--- src/rtl/sram_arb_pkg.sv ---
// Shared types and constants for the two-port SRAM arbiter.
// Optional feature macro: SRAM_ARB_INIT_EN (power-on zero fill of the SRAM).
package sram_arb_pkg;

  localparam int NUM_PORTS  = 2;
  localparam int PKG_ADR_W  = 8;
  localparam int PKG_DATA_W = 32;
  localparam int STRB_W     = PKG_DATA_W / 8;

  typedef logic [0:0] port_id_t;

  typedef struct packed {
    logic                  wen;
    logic [PKG_ADR_W-1:0]  adr;
    logic [STRB_W-1:0]     wstrb;
    logic [PKG_DATA_W-1:0] wdata;
  } cmd_t;

  typedef enum logic {
    INIT = 1'b0,
    RUN  = 1'b1
  } state_t;

endpackage

--- src/rtl/sram_arb_rsp_fifo.sv ---
// Per-port response ring buffer. Space is reserved upstream by credits, so a
// push while full is only legal together with a pop.
module sram_arb_rsp_fifo #(
  parameter int DEPTH = 4,
  parameter int WIDTH = 32,
  parameter int CNT_W = $clog2(DEPTH) + 1
) (
  input  logic             clock,
  input  logic             reset,
  input  logic             push,
  input  logic [WIDTH-1:0] push_data,
  input  logic             ready,
  output logic             valid,
  output logic [WIDTH-1:0] data,
  output logic [CNT_W-1:0] count
);

  localparam int PW = $clog2(DEPTH);

  logic [WIDTH-1:0] mem [DEPTH];
  logic [PW-1:0]    wr_ptr;
  logic [PW-1:0]    rd_ptr;
  logic             pop;

  assign valid = (count != '0);
  assign pop   = ready && valid;
  assign data  = valid ? mem[rd_ptr] : '0;

  // Pointer and occupancy bookkeeping; pointers wrap naturally (power-of-two depth).
  always_ff @(posedge clock) begin
    if (reset) begin
      wr_ptr <= '0;
      rd_ptr <= '0;
      count  <= '0;
    end else begin
      if (push) wr_ptr <= wr_ptr + 1'b1;
      if (pop)  rd_ptr <= rd_ptr + 1'b1;
      case ({push, pop})
        2'b10:   count <= count + 1'b1;
        2'b01:   count <= count - 1'b1;
        default: count <= count;
      endcase
    end
  end

  // Storage is data-only and needs no reset.
  always_ff @(posedge clock) begin
    if (push) mem[wr_ptr] <= push_data;
  end

  no_overflow: assert property (@(posedge clock) disable iff (reset)
    !(push && !pop && (count == CNT_W'(DEPTH))));

endmodule

--- src/rtl/sram_arb2.sv ---
// Two-port round-robin arbiter/sequencer in front of a single-port sync SRAM.
// Optional feature macro: SRAM_ARB_INIT_EN -- zero-fills the whole SRAM after
// reset before accepting any request.
module sram_arb2
  import sram_arb_pkg::*;
#(
  parameter int ADR_W     = 8,
  parameter int DATA_W    = 32,
  parameter int RSP_DEPTH = 4
) (
  input  logic                clock,
  input  logic                reset,
  input  logic                p0_req_valid,
  output logic                p0_req_ready,
  input  logic                p0_req_wen,
  input  logic [ADR_W-1:0]    p0_req_adr,
  input  logic [DATA_W/8-1:0] p0_req_wstrb,
  input  logic [DATA_W-1:0]   p0_req_wdata,
  output logic                p0_rsp_valid,
  input  logic                p0_rsp_ready,
  output logic [DATA_W-1:0]   p0_rsp_rdata,
  input  logic                p1_req_valid,
  output logic                p1_req_ready,
  input  logic                p1_req_wen,
  input  logic [ADR_W-1:0]    p1_req_adr,
  input  logic [DATA_W/8-1:0] p1_req_wstrb,
  input  logic [DATA_W-1:0]   p1_req_wdata,
  output logic                p1_rsp_valid,
  input  logic                p1_rsp_ready,
  output logic [DATA_W-1:0]   p1_rsp_rdata,
  output logic [ADR_W-1:0]    io_adr,
  output logic                io_cen,
  output logic                io_wen,
  output logic [DATA_W/8-1:0] io_wstrb,
  output logic [DATA_W-1:0]   io_d,
  input  logic [DATA_W-1:0]   io_q
);

  localparam int WSTRB_W = DATA_W / 8;
  localparam int CW      = $clog2(RSP_DEPTH) + 1;
  localparam logic [CW:0] DEPTH_L = (CW+1)'(RSP_DEPTH);

  logic                 run;
  logic                 init_active;
  logic [ADR_W-1:0]     init_adr;
  logic [NUM_PORTS-1:0] elig;
  logic [NUM_PORTS-1:0] grant;
  logic [1:0]           inf0, inf1;
  logic [CW:0]          use0, use1;
  logic [CW-1:0]        cnt0, cnt1;
  port_id_t             last_grant;
  logic                 vld_p1, vld_p2;
  port_id_t             pid_p1, pid_p2;
  logic                 wen_p2;
  logic                 sel_wen;
  logic [ADR_W-1:0]     sel_adr;
  logic [WSTRB_W-1:0]   sel_wstrb;
  logic [DATA_W-1:0]    sel_wdata;
  logic                 push0, push1;
  logic [DATA_W-1:0]    push_data;

`ifdef SRAM_ARB_INIT_EN
  state_t state, state_nx;

  // FSM state register: INIT after every reset.
  always_ff @(posedge clock) begin
    if (reset) state <= INIT;
    else       state <= state_nx;
  end

  // Fill address walks the whole SRAM once while in INIT.
  always_ff @(posedge clock) begin
    if (reset)              init_adr <= '0;
    else if (state == INIT) init_adr <= init_adr + 1'b1;
  end

  // Next state: leave INIT after the last address has been issued.
  always_comb begin
    state_nx = state;
    if ((state == INIT) && (init_adr == '1)) state_nx = RUN;
  end

  // FSM outputs: requests are only served in RUN.
  always_comb begin
    run         = (state == RUN);
    init_active = (state == INIT);
  end
`else
  assign run         = 1'b1;
  assign init_active = 1'b0;
  assign init_adr    = '0;
`endif

  assign p0_req_ready = grant[0];
  assign p1_req_ready = grant[1];

  // Eligibility needs a reserved FIFO slot for every command still in the pipe.
  always_comb begin
    inf0 = {1'b0, vld_p1 && (pid_p1 == 1'b0)} + {1'b0, vld_p2 && (pid_p2 == 1'b0)};
    inf1 = {1'b0, vld_p1 && (pid_p1 == 1'b1)} + {1'b0, vld_p2 && (pid_p2 == 1'b1)};
    use0 = {1'b0, cnt0} + {{(CW-1){1'b0}}, inf0};
    use1 = {1'b0, cnt1} + {{(CW-1){1'b0}}, inf1};
    elig[0] = p0_req_valid && (use0 < DEPTH_L);
    elig[1] = p1_req_valid && (use1 < DEPTH_L);
    grant = '0;
    if (run && !reset) begin
      if (elig[0] && (!elig[1] || (last_grant == 1'b1))) grant[0] = 1'b1;
      else if (elig[1])                                  grant[1] = 1'b1;
    end
  end

  // Payload of the winning port.
  always_comb begin
    sel_wen   = grant[1] ? p1_req_wen   : p0_req_wen;
    sel_adr   = grant[1] ? p1_req_adr   : p0_req_adr;
    sel_wstrb = grant[1] ? p1_req_wstrb : p0_req_wstrb;
    sel_wdata = grant[1] ? p1_req_wdata : p0_req_wdata;
  end

  // Stage p1: registered SRAM command; address/data hold when idle.
  always_ff @(posedge clock) begin
    if (reset) begin
      io_cen   <= 1'b0;
      io_wen   <= 1'b0;
      io_adr   <= '0;
      io_wstrb <= '0;
      io_d     <= '0;
    end else if (init_active) begin
      io_cen   <= 1'b1;
      io_wen   <= 1'b1;
      io_adr   <= init_adr;
      io_wstrb <= '1;
      io_d     <= '0;
    end else if (grant != '0) begin
      io_cen   <= 1'b1;
      io_wen   <= sel_wen;
      io_adr   <= sel_adr;
      io_wstrb <= sel_wen ? sel_wstrb : '0;
      io_d     <= sel_wdata;
    end else begin
      io_cen <= 1'b0;
      io_wen <= 1'b0;
    end
  end

  // Valid pipeline and round-robin pointer; reset drops in-flight commands.
  always_ff @(posedge clock) begin
    if (reset) begin
      vld_p1     <= 1'b0;
      vld_p2     <= 1'b0;
      last_grant <= 1'b1;
    end else begin
      vld_p1 <= (grant != '0);
      vld_p2 <= vld_p1;
      if (grant != '0) last_grant <= grant[1];
    end
  end

  // Port-id and op tags travel beside the valid bits.
  always_ff @(posedge clock) begin
    pid_p1 <= grant[1];
    pid_p2 <= pid_p1;
    wen_p2 <= io_wen;
  end

  // Stage p2: io_q is valid now; write acks return zero.
  assign push_data = wen_p2 ? '0 : io_q;
  assign push0     = vld_p2 && (pid_p2 == 1'b0);
  assign push1     = vld_p2 && (pid_p2 == 1'b1);

  sram_arb_rsp_fifo #(.DEPTH(RSP_DEPTH), .WIDTH(DATA_W), .CNT_W(CW)) u_fifo0 (
    .clock(clock), .reset(reset), .push(push0), .push_data(push_data),
    .ready(p0_rsp_ready), .valid(p0_rsp_valid), .data(p0_rsp_rdata), .count(cnt0)
  );

  sram_arb_rsp_fifo #(.DEPTH(RSP_DEPTH), .WIDTH(DATA_W), .CNT_W(CW)) u_fifo1 (
    .clock(clock), .reset(reset), .push(push1), .push_data(push_data),
    .ready(p1_rsp_ready), .valid(p1_rsp_valid), .data(p1_rsp_rdata), .count(cnt1)
  );

endmodule

--- config.mk ---
export PLATFORM = sky130hd
export DESIGN_NAME = sram_arb2
export DESIGN_NICKNAME = d
export VERILOG_FILES = /design/src/rtl/sram_arb_pkg.sv /design/src/rtl/sram_arb_rsp_fifo.sv /design/src/rtl/sram_arb2.sv
export SDC_FILE = /design/constraint.sdc
export NUM_CORES = 1
export LEC_CHECK = 0
export CORE_ASPECT_RATIO = 2
export CORE_MARGIN = 5
export CORE_UTILIZATION = 25
export DETAILED_ROUTE_END_ITERATION = 12
export DONT_BUFFER_PORTS = 1
export SETUP_SLACK_MARGIN = 0.4
export SKIP_CTS_REPAIR_TIMING = 1
export SYNTH_ARGS = -nofsm -noshare
export SYNTH_HDL_FRONTEND = slang
export SYNTH_SLANG_ARGS = --single-unit
--- constraint.sdc ---
create_clock -name clock -period 1.8 [get_ports clock]
set_input_delay 0 -clock clock [delete_from_list [all_inputs] [get_ports clock]]
set_output_delay 0 -clock clock [all_outputs]
set_load 0.02 [all_outputs]
==> tab_implementation.tex, run 1 <==
\begin{tabular}{lr}
\hline
Metric & Value \\
\hline
\multicolumn{2}{l}{\textbf{Outcome}} \\
\quad Result of the run & finished, violations left \\
\quad Failing checks & negative setup slack \\
\multicolumn{2}{l}{\textbf{Finish}} \\
\quad Filler-free cell count of the finished design & 1623 \\
\quad Area added between synthesis and finish & 37.0\% \\
\quad Post-layout net count & 1091 \\
\quad Fraction of final layout cells sized beyond drive strength 1 & 33.9\% \\
\quad Post-route core utilization & 34.5\% \\
\multicolumn{2}{l}{\textbf{Logic synthesis}} \\
\quad Yosys warnings & 0 \\
\quad Top cell type by total area after synthesis & sky130\_fd\_sc\_hd\_\_edfxtp\_1 \\
\quad Synthesized Nets & 878 \\
\quad Fraction of the mapped netlist area in adder cells & 1.49\% \\
\quad Post-Synthesis Mean Instance Area & 17.4 sq um \\
\quad Syn Std Cell Area & 12800 sq um \\
\quad Area share of xor/xnor cells in the synthesized design & 0.684\% \\
\quad Post-synth EDFFs & 256 \\
\quad Top cell types by occurrence after synthesis & 256 x sky130\_fd\_sc\_hd\_\_edfxtp\_1, 75 x sky130\_fd\_sc\_hd\_\_and2\_1, 69 x sky130\_fd\_sc\_hd\_\_dfxtp\_1, 64 x sky130\_fd\_sc\_hd\_\_mux4\_2, 35 x sky130\_fd\_sc\_hd\_\_nor2b\_1 \\
\quad Library cell with the highest instance count after synthesis & sky130\_fd\_sc\_hd\_\_edfxtp\_1 \\
\quad Unique cell type count in the Yosys netlist & 36 \\
\quad Ys async rst share & 0\% \\
\quad Most instantiated flip-flop cell in the synthesis netlist & sky130\_fd\_sc\_hd\_\_edfxtp\_1 \\
\quad Proportion of synthesized chip area in sequential cells & 70.9\% \\
\quad Area share of and/or/nand/nor cells after synthesis & 7.94\% \\
\quad Mux contribution to synthesized area & 12.9\% \\
\quad Combinational family with the most area after synthesis & multiplexers \\
\quad Area fraction in compound gates after synthesis & 4.23\% \\
\quad Area share of the largest cell type after synthesis & 60.1\% \\
\quad Post-synthesis sequential element count & 325 \\
\quad Synthesized netlist cell count & 736 \\
\quad Leading post-synthesis cells by cell area & sky130\_fd\_sc\_hd\_\_edfxtp\_1 60\%, sky130\_fd\_sc\_hd\_\_mux4\_2 11\%, sky130\_fd\_sc\_hd\_\_dfxtp\_1 11\% \\
\multicolumn{2}{l}{\textbf{Route}} \\
\quad Detail Route Antenna Nets & 0 \\
\quad WL per Instance & 24.0 microns \\
\quad Iter 0 DRT Violations & 389 \\
\quad Average vias per placed instance & 4.56 \\
\quad Topmost layer with routed signal wires & met4 \\
\quad Total Wirelength & 38900 microns \\
\quad Number of search-and-repair iterations in the first detailed-routing pass & 6 \\
\quad Wire length on met1 & 13400 microns \\
\quad Routed length on met2 & 22300 microns \\
\quad Number of remaining DRC errors & 0 \\
\quad Routed wire length on met3 & 2230 microns \\
\quad Routed via count & 7406 \\
\multicolumn{2}{l}{\textbf{CTS}} \\
\quad Clock transition at the register clock pins on the worst setup and hold paths after CTS & 0.07 ns \\
\quad Max H-tree Level & 1 \\
\quad CTS sink count & 325 \\
\quad Total clock buffers created by CTS & 30 \\
\quad CTS tree & done \\
\quad CTS max path bufs & 3 \\
\quad Clock insertion delay at the later pin of the skew report & 0.57 ns \\
\quad Root buffer selected by CTS & sky130\_fd\_sc\_hd\_\_clkbuf\_16 \\
\multicolumn{2}{l}{\textbf{STA}} \\
\quad Final setup viols & 116 \\
\quad Fmax & 438 MHz \\
\quad Ratio of final minimum period to clock period & 127\% \\
\quad Slew margin rel. & 59.9\% \\
\quad Unrepaired setup endpoints after global routing & yes \\
\quad Clock period minus final worst setup slack & 2.28 ns \\
\quad Slew Viols, Final & 0 \\
\quad Final hold viol count & 0 \\
\quad Worst Tran Pin Value & 0.600 ns \\
\quad Crit path setup slack, layout & -0.485 ns \\
\quad Worst setup skew after layout & 0.0110 ns \\
\multicolumn{2}{l}{\textbf{Critical path}} \\
\quad Delay contributed by the slowest stage of the critical path & 0.40 ns \\
\quad Crit-path max FO & 7 \\
\quad Endpoint arrival time on the critical path & 2.74 ns \\
\quad Sequence of cells on the critical path & and2\_4 -> ha\_4 -> nand4\_1 -> nand4b\_1 -> a211oi\_4 -> buf\_12 -> buf\_4 -> mux2i\_2 -> o21ai\_1 \\
\quad Endpoint type of the worst setup path & flop \\
\quad Startpoint Class & flop \\
\quad Required arrival time at the worst endpoint & 2.25 ns \\
\quad Cell with the largest stage delay on the worst path & sky130\_fd\_sc\_hd\_\_a211oi\_4 \\
\quad Critical path class & reg2reg \\
\multicolumn{2}{l}{\textbf{Run}} \\
\quad Maximum capacitance violations & 0 \\
\multicolumn{2}{l}{\textbf{Place}} \\
\quad Post-detailed-placement half-perimeter wirelength & 21300 microns \\
\quad Number of buffers inserted by port buffering & 0 \\
\quad Number of placed instances, taps included & 1395 \\
\quad Routability cong. & 0.737 \\
\quad Post-Place Setup Slack & -0.331 ns \\
\multicolumn{2}{l}{\textbf{Global routing}} \\
\quad Antenna violations before repair & 2 \\
\quad GRT Util Overall & 11.0\% \\
\quad Total congestion overflow & 0 \\
\quad Vias in the first global route & 7220 \\
\quad Pin count of the biggest net entering global routing & 34 \\
\quad Wire length of the first global-routing pass & 45800 microns \\
\multicolumn{2}{l}{\textbf{Floorplanning}} \\
\quad Total die area & 56100 sq um \\
\quad Width of the chip & 170 microns \\
\quad \# rows & 117 \\
\quad Starting density of the core & 25.2\% \\
\quad Height of the chip & 330 microns \\
\quad Total I/O pin count & 242 \\
\quad Standard cell core area & 50800 sq um \\
\multicolumn{2}{l}{\textbf{Power}} \\
\quad Share of power burned in registers & 45.2\% \\
\quad Switching power summed over all nets & 0.00527 W \\
\quad Clock share of power & 32.6\% \\
\quad Static leakage & 6.00 nW \\
\quad Share of total power in combinational logic & 22.2\% \\
\quad Net Sw Frac & 27.1\% \\
\quad Power per unit of standard cell area & 1110 nW/um\^{}2 \\
\quad Worst IR drop on VDD & 769 uV \\
\quad Internal & 0.0142 W \\
\multicolumn{2}{l}{\textbf{Hold path}} \\
\quad Class of the most critical hold timing path & in2reg \\
\hline
\end{tabular}
==> critical path: cells and delay by family (launching register included) <==
family	cells	cell delay, ns
compound gates	2	0.50
flops	1	0.33
mux	1	0.27
simple gates	3	0.47
buf+inv	2	0.36
fa+ha+maj	1	0.22
==> per-stage QoR <==
step                      instance area, sq um  hold slack, ns  setup TNS, ns  total power (W)
after floorplan                          12900           0.110          -5.44           0.0111
after global placement                   14100          0.0708          -9.14           0.0120
after detailed placement                 14100          0.0726         -10.62           0.0120
after CTS                                15100          -0.549         -27.73           0.0184
after global routing                     17500          0.0527         -39.76           0.0202
final                                    17500          0.0337         -31.23           0.0194
==> layout make-up <==
type                       instances  area (sq um)
timing repair buffer             220          2750
fill                            4743         33300
clock inverter                    18           183
tap                              654           818
antenna                            2          5.00
clock buffer                      32           779
inverter                          13          48.8
multi-input combinational        359          3850
sequential                       325          9100
==> worst paths after layout <==
path         slack, ns  cells past startpoint                 endpoint         startpoint
max              -0.48                      9   io_adr[5]$_SDFFE_PP0P_  io_cen$_SDFF_PP0_
min               0.03                      3  last_grant$_SDFFE_PP1P_       p1_req_valid
min reg2reg       0.36                      0           pid_p2$_DFF_P_     pid_p1$_DFF_P_
max reg2reg      -0.48                      9   io_adr[5]$_SDFFE_PP0P_  io_cen$_SDFF_PP0_
==> logic make-up after synthesis <==
logic type	count (synthesis)
flops	325
simple gates	175
mux	85
compound gates	75
buf+inv	52
fa+ha+maj	14
xor+xnor	10
==> sequential cells by signal (all words and copies together) (netlist names), 2 cells and up, named ones only <==
name	flops
u_fifo0.count	3
u_fifo1.mem	128
u_fifo1.wr_ptr	2
u_fifo0.mem	128
u_fifo1.rd_ptr	2
u_fifo1.count	3
u_fifo0.wr_ptr	2
io_d	32
io_adr	8
u_fifo0.rd_ptr	2
io_wstrb	4
==> power groups by stage <==
stage	combinational, W	sequential [W]	clock, W
5_1_grt	0.00456	0.00881	0.00678
6_report	0.00431	0.00878	0.00634
3_5_place_dp	0.00314	0.00889	0
3_3_place_gp	0.00308	0.00889	0
2_1_floorplan	0.00227	0.00881	0
4_1_cts	0.00313	0.00873	0.00651
==> layer usage <==
| layer | track usage [%] | vias to the layer above |
|---|---|---|
| met4 | 3.58 | 0 |
| met1 | 11.0 | 3806 |
| li1 | - | 3244 |
| met5 | 0 | - |
| met2 | 21.5 | 308 |
| met3 | 3.01 | 48 |
==> cell usage in the layout (no fill, tap or decap), types with 10 or more instances in the layout <==
cell type	instances
sky130_fd_sc_hd__a21o_1	20
sky130_fd_sc_hd__a22o_1	20
sky130_fd_sc_hd__and2_4	71
sky130_fd_sc_hd__buf_12	22
sky130_fd_sc_hd__buf_4	33
sky130_fd_sc_hd__buf_6	12
sky130_fd_sc_hd__clkbuf_16	51
sky130_fd_sc_hd__clkinv_1	10
sky130_fd_sc_hd__dfxtp_1	55
sky130_fd_sc_hd__dfxtp_2	10
sky130_fd_sc_hd__dlygate4sd3_1	126
sky130_fd_sc_hd__edfxtp_1	256
sky130_fd_sc_hd__mux2i_1	16
sky130_fd_sc_hd__mux4_2	64
sky130_fd_sc_hd__nand2_1	25
sky130_fd_sc_hd__nor2_1	17
sky130_fd_sc_hd__nor2b_1	20
sky130_fd_sc_hd__nor2b_2	14
sky130_fd_sc_hd__o21ai_1	16
Power figures use the tool's default switching activity.
==> inputs of run 2 (changes only) <==
CORE_ASPECT_RATIO = 0.7   (was 2)
==> run 2 against run 1 <==
Net effect:
- the flow finishes with violations (negative hold slack, negative setup slack)
- combinational power is 12% higher
- flip-flop and latch count did not move
- non-clock buffer count up 22
- routed wire length down 4.0%
- total power grew 5.5%
- clock power increased by 9.0%
- largest cell class unchanged
- setup slack gained 0.045 ns
- sequential power hardly changed
- highest routed layer is now met5
- core utilization is 0.72 points higher
==> tab_implementation.tex, run 2 (synthesized netlist as in run 1, its figures left out) <==
\begin{tabular}{lr}
\hline
Metric & Value \\
\hline
\multicolumn{2}{l}{\textbf{Outcome}} \\
\quad Result of the run & finished, violations left \\
\quad Failing checks & negative hold slack, negative setup slack \\
\multicolumn{2}{l}{\textbf{Route}} \\
\quad Topmost layer with routed signal wires & met5 \\
\quad Wire length on met1 & 15700 microns \\
\quad Detail Route Antenna Nets & 0 \\
\quad Iter 0 DRT Violations & 460 \\
\quad Routed wire length on met3 & 3080 microns \\
\quad Total Wirelength & 37400 microns \\
\quad Average vias per placed instance & 4.50 \\
\quad WL per Instance & 22.3 microns \\
\quad Number of remaining DRC errors & 0 \\
\quad Number of search-and-repair iterations in the first detailed-routing pass & 5 \\
\quad Routed via count & 7544 \\
\quad Routed length on met2 & 17800 microns \\
\multicolumn{2}{l}{\textbf{Critical path}} \\
\quad Endpoint arrival time on the critical path & 2.24 ns \\
\quad Cell with the largest stage delay on the worst path & sky130\_fd\_sc\_hd\_\_dfxtp\_2 \\
\quad Delay contributed by the slowest stage of the critical path & 0.32 ns \\
\quad Endpoint type of the worst setup path & output port \\
\quad Required arrival time at the worst endpoint & 1.80 ns \\
\quad Reg2reg setup slack & -0.42 ns \\
\quad Crit-path max FO & 7 \\
\quad Critical path class & reg2out \\
\quad Sequence of cells on the critical path & nor2b\_1 -> ha\_1 -> nand4b\_1 -> and4b\_4 -> a211oi\_4 -> buf\_12 -> buf\_12 -> buf\_6 \\
\quad Reg2Reg Capture Point & io\_d[2]\$\_SDFFE\_PP0P\_ \\
\quad Critical R2R Launch & io\_cen\$\_SDFF\_PP0\_ \\
\quad Startpoint Class & flop \\
\quad Most frequent cell on the critical path & sky130\_fd\_sc\_hd\_\_buf\_12 \\
\quad Reg2reg path depth & 11 \\
\multicolumn{2}{l}{\textbf{Floorplanning}} \\
\quad Standard cell core area & 50700 sq um \\
\quad \# rows & 69 \\
\quad Height of the chip & 199 microns \\
\quad Starting density of the core & 25.3\% \\
\quad Total die area & 55900 sq um \\
\quad Total I/O pin count & 242 \\
\quad Width of the chip & 280 microns \\
\multicolumn{2}{l}{\textbf{Power}} \\
\quad Total power & 0.0205 W \\
\quad Clock share of power & 33.7\% \\
\quad Internal & 0.0148 W \\
\quad Switching power summed over all nets & 0.00574 W \\
\quad Share of power burned in registers & 42.8\% \\
\quad Static leakage & 6.20 nW \\
\quad Share of total power in combinational logic & 23.5\% \\
\quad Worst IR drop on VDD & 810 uV \\
\quad Net Sw Frac & 28.0\% \\
\quad Power per unit of standard cell area & 1150 nW/um\^{}2 \\
\multicolumn{2}{l}{\textbf{Finish}} \\
\quad Post-layout net count & 1118 \\
\quad Leading cell types in the layout, fill and taps excluded & 256 x sky130\_fd\_sc\_hd\_\_edfxtp\_1, 125 x sky130\_fd\_sc\_hd\_\_dlygate4sd3\_1, 73 x sky130\_fd\_sc\_hd\_\_and2\_4 \\
\quad Biggest registers after layout & u\_fifo0.mem: 128 flops, u\_fifo1.mem: 128 flops, io\_d: 32 flops \\
\quad Area added between synthesis and finish & 39.5\% \\
\quad Fraction of final layout cells sized beyond drive strength 1 & 35.8\% \\
\quad Most common library cell in the layout ignoring fill and taps & sky130\_fd\_sc\_hd\_\_edfxtp\_1 \\
\multicolumn{2}{l}{\textbf{Global routing}} \\
\quad GRT Util Overall & 11.4\% \\
\quad Antenna violations before repair & 3 \\
\quad Vias in the first global route & 7155 \\
\quad Wire length of the first global-routing pass & 47100 microns \\
\quad Pin count of the biggest net entering global routing & 34 \\
\quad Total congestion overflow & 0 \\
\multicolumn{2}{l}{\textbf{Place}} \\
\quad Routability cong. & 0.804 \\
\quad Number of buffers inserted by port buffering & 0 \\
\quad Post-Place Setup Slack & -0.307 ns \\
\quad Post-detailed-placement half-perimeter wirelength & 21900 microns \\
\multicolumn{2}{l}{\textbf{STA}} \\
\quad Slew margin rel. & 55.4\% \\
\quad Clock period minus final worst setup slack & 2.24 ns \\
\quad Slew Viols, Final & 0 \\
\quad Worst Tran Pin Value & 0.667 ns \\
\quad Crit path setup slack, layout & -0.440 ns \\
\quad Unrepaired setup endpoints after global routing & yes \\
\quad Final hold viol count & 7 \\
\quad Final setup viols & 115 \\
\quad Ratio of final minimum period to clock period & 124\% \\
\quad Worst hold-check slack & -0.150 ns \\
\quad Worst setup skew after layout & 0.0217 ns \\
\quad Fmax & 446 MHz \\
\multicolumn{2}{l}{\textbf{CTS}} \\
\quad Max H-tree Level & 2 \\
\quad Clock transition at the register clock pins on the worst setup and hold paths after CTS & 0.06 ns \\
\quad CTS sink count & 325 \\
\quad CTS tree & done \\
\quad Clock insertion delay at the later pin of the skew report & 0.54 ns \\
\quad CTS max path bufs & 3 \\
\quad Root buffer selected by CTS & sky130\_fd\_sc\_hd\_\_clkbuf\_16 \\
\quad Total clock buffers created by CTS & 35 \\
\multicolumn{2}{l}{\textbf{Hold path}} \\
\quad Hold EP & last\_grant\$\_SDFFE\_PP1P\_ \\
\quad HP Start & p0\_req\_valid \\
\quad Number of cells traversed by the worst hold path & 3 \\
\quad Class of the most critical hold timing path & in2reg \\
\multicolumn{2}{l}{\textbf{Run}} \\
\quad Maximum capacitance violations & 0 \\
\hline
\end{tabular}
-- run 2: worst max-delay path by stage --
| stage | from | cells after the start | slack (ns) | to |
|---|---|---|---|---|
| floorplan | io_cen$_SDFF_PP0_ | 9 | -0.22 | io_d[21]$_SDFFE_PP0P_ |
| global placement | io_cen$_SDFF_PP0_ | 10 | -0.24 | io_d[8]$_SDFFE_PP0P_ |
| detailed placement | io_cen$_SDFF_PP0_ | 9 | -0.31 | io_d[29]$_SDFFE_PP0P_ |
| CTS | io_cen$_SDFF_PP0_ | 8 | -0.61 | p1_req_ready |
| global route | io_cen$_SDFF_PP0_ | 9 | -0.55 | p0_req_ready |
| finish | io_cen$_SDFF_PP0_ | 8 | -0.44 | p1_req_ready |
-- run 2: through the flow --
step	hold WS (ns)	utilization [%]	std cells	TNS, ns	area [sq um]
after floorplan	0.110	-	736	-5.44	12900
after global placement	0.0793	28.2	1438	-8.61	14300
after detailed placement	0.0807	28.2	1438	-10.33	14300
after CTS	-0.503	30.3	1499	-26.25	15400
after global routing	-0.159	35.2	1674	-32.94	17900
final	-0.150	35.2	1675	-23.85	17900
-- run 2: critical path: cells and delay by family, from the launching register on --
| kind | cells | cell delay, ns |
|---|---|---|
| buf+inv | 3 | 0.39 |
| flops | 1 | 0.32 |
| fa+ha+maj | 1 | 0.26 |
| simple gates | 3 | 0.45 |
| compound gates | 1 | 0.28 |
-- run 2: power by group through the flow --
stage          Clock (W)  Sequential, W  Combinational, W
2_1_floorplan          0        0.00881           0.00227
3_3_place_gp           0        0.00891           0.00307
3_5_place_dp           0        0.00891           0.00310
4_1_cts          0.00712        0.00876           0.00311
5_1_grt          0.00745        0.00879           0.00516
6_report         0.00691        0.00877           0.00482
-- run 2: cell type report --
type / count / area, sq um
Timing Repair Buffer: 242 / 2920
Inverter: 13 / 48.8
Clock buffer: 43 / 906
Antenna cell: 1 / 2.50
Clock inverter: 18 / 173
Sequential cell: 325 / 9090
Multi-Input combinational cell: 359 / 3860
Fill cell: 4677 / 32800
Tap cell: 674 / 843
-- run 2: routing by layer --
metal,track usage [%],vias to the layer above
met3,3.97,56
li1,-,3300
met5,0,-
met4,2.74,4
met2,18.9,340
met1,14.4,3844
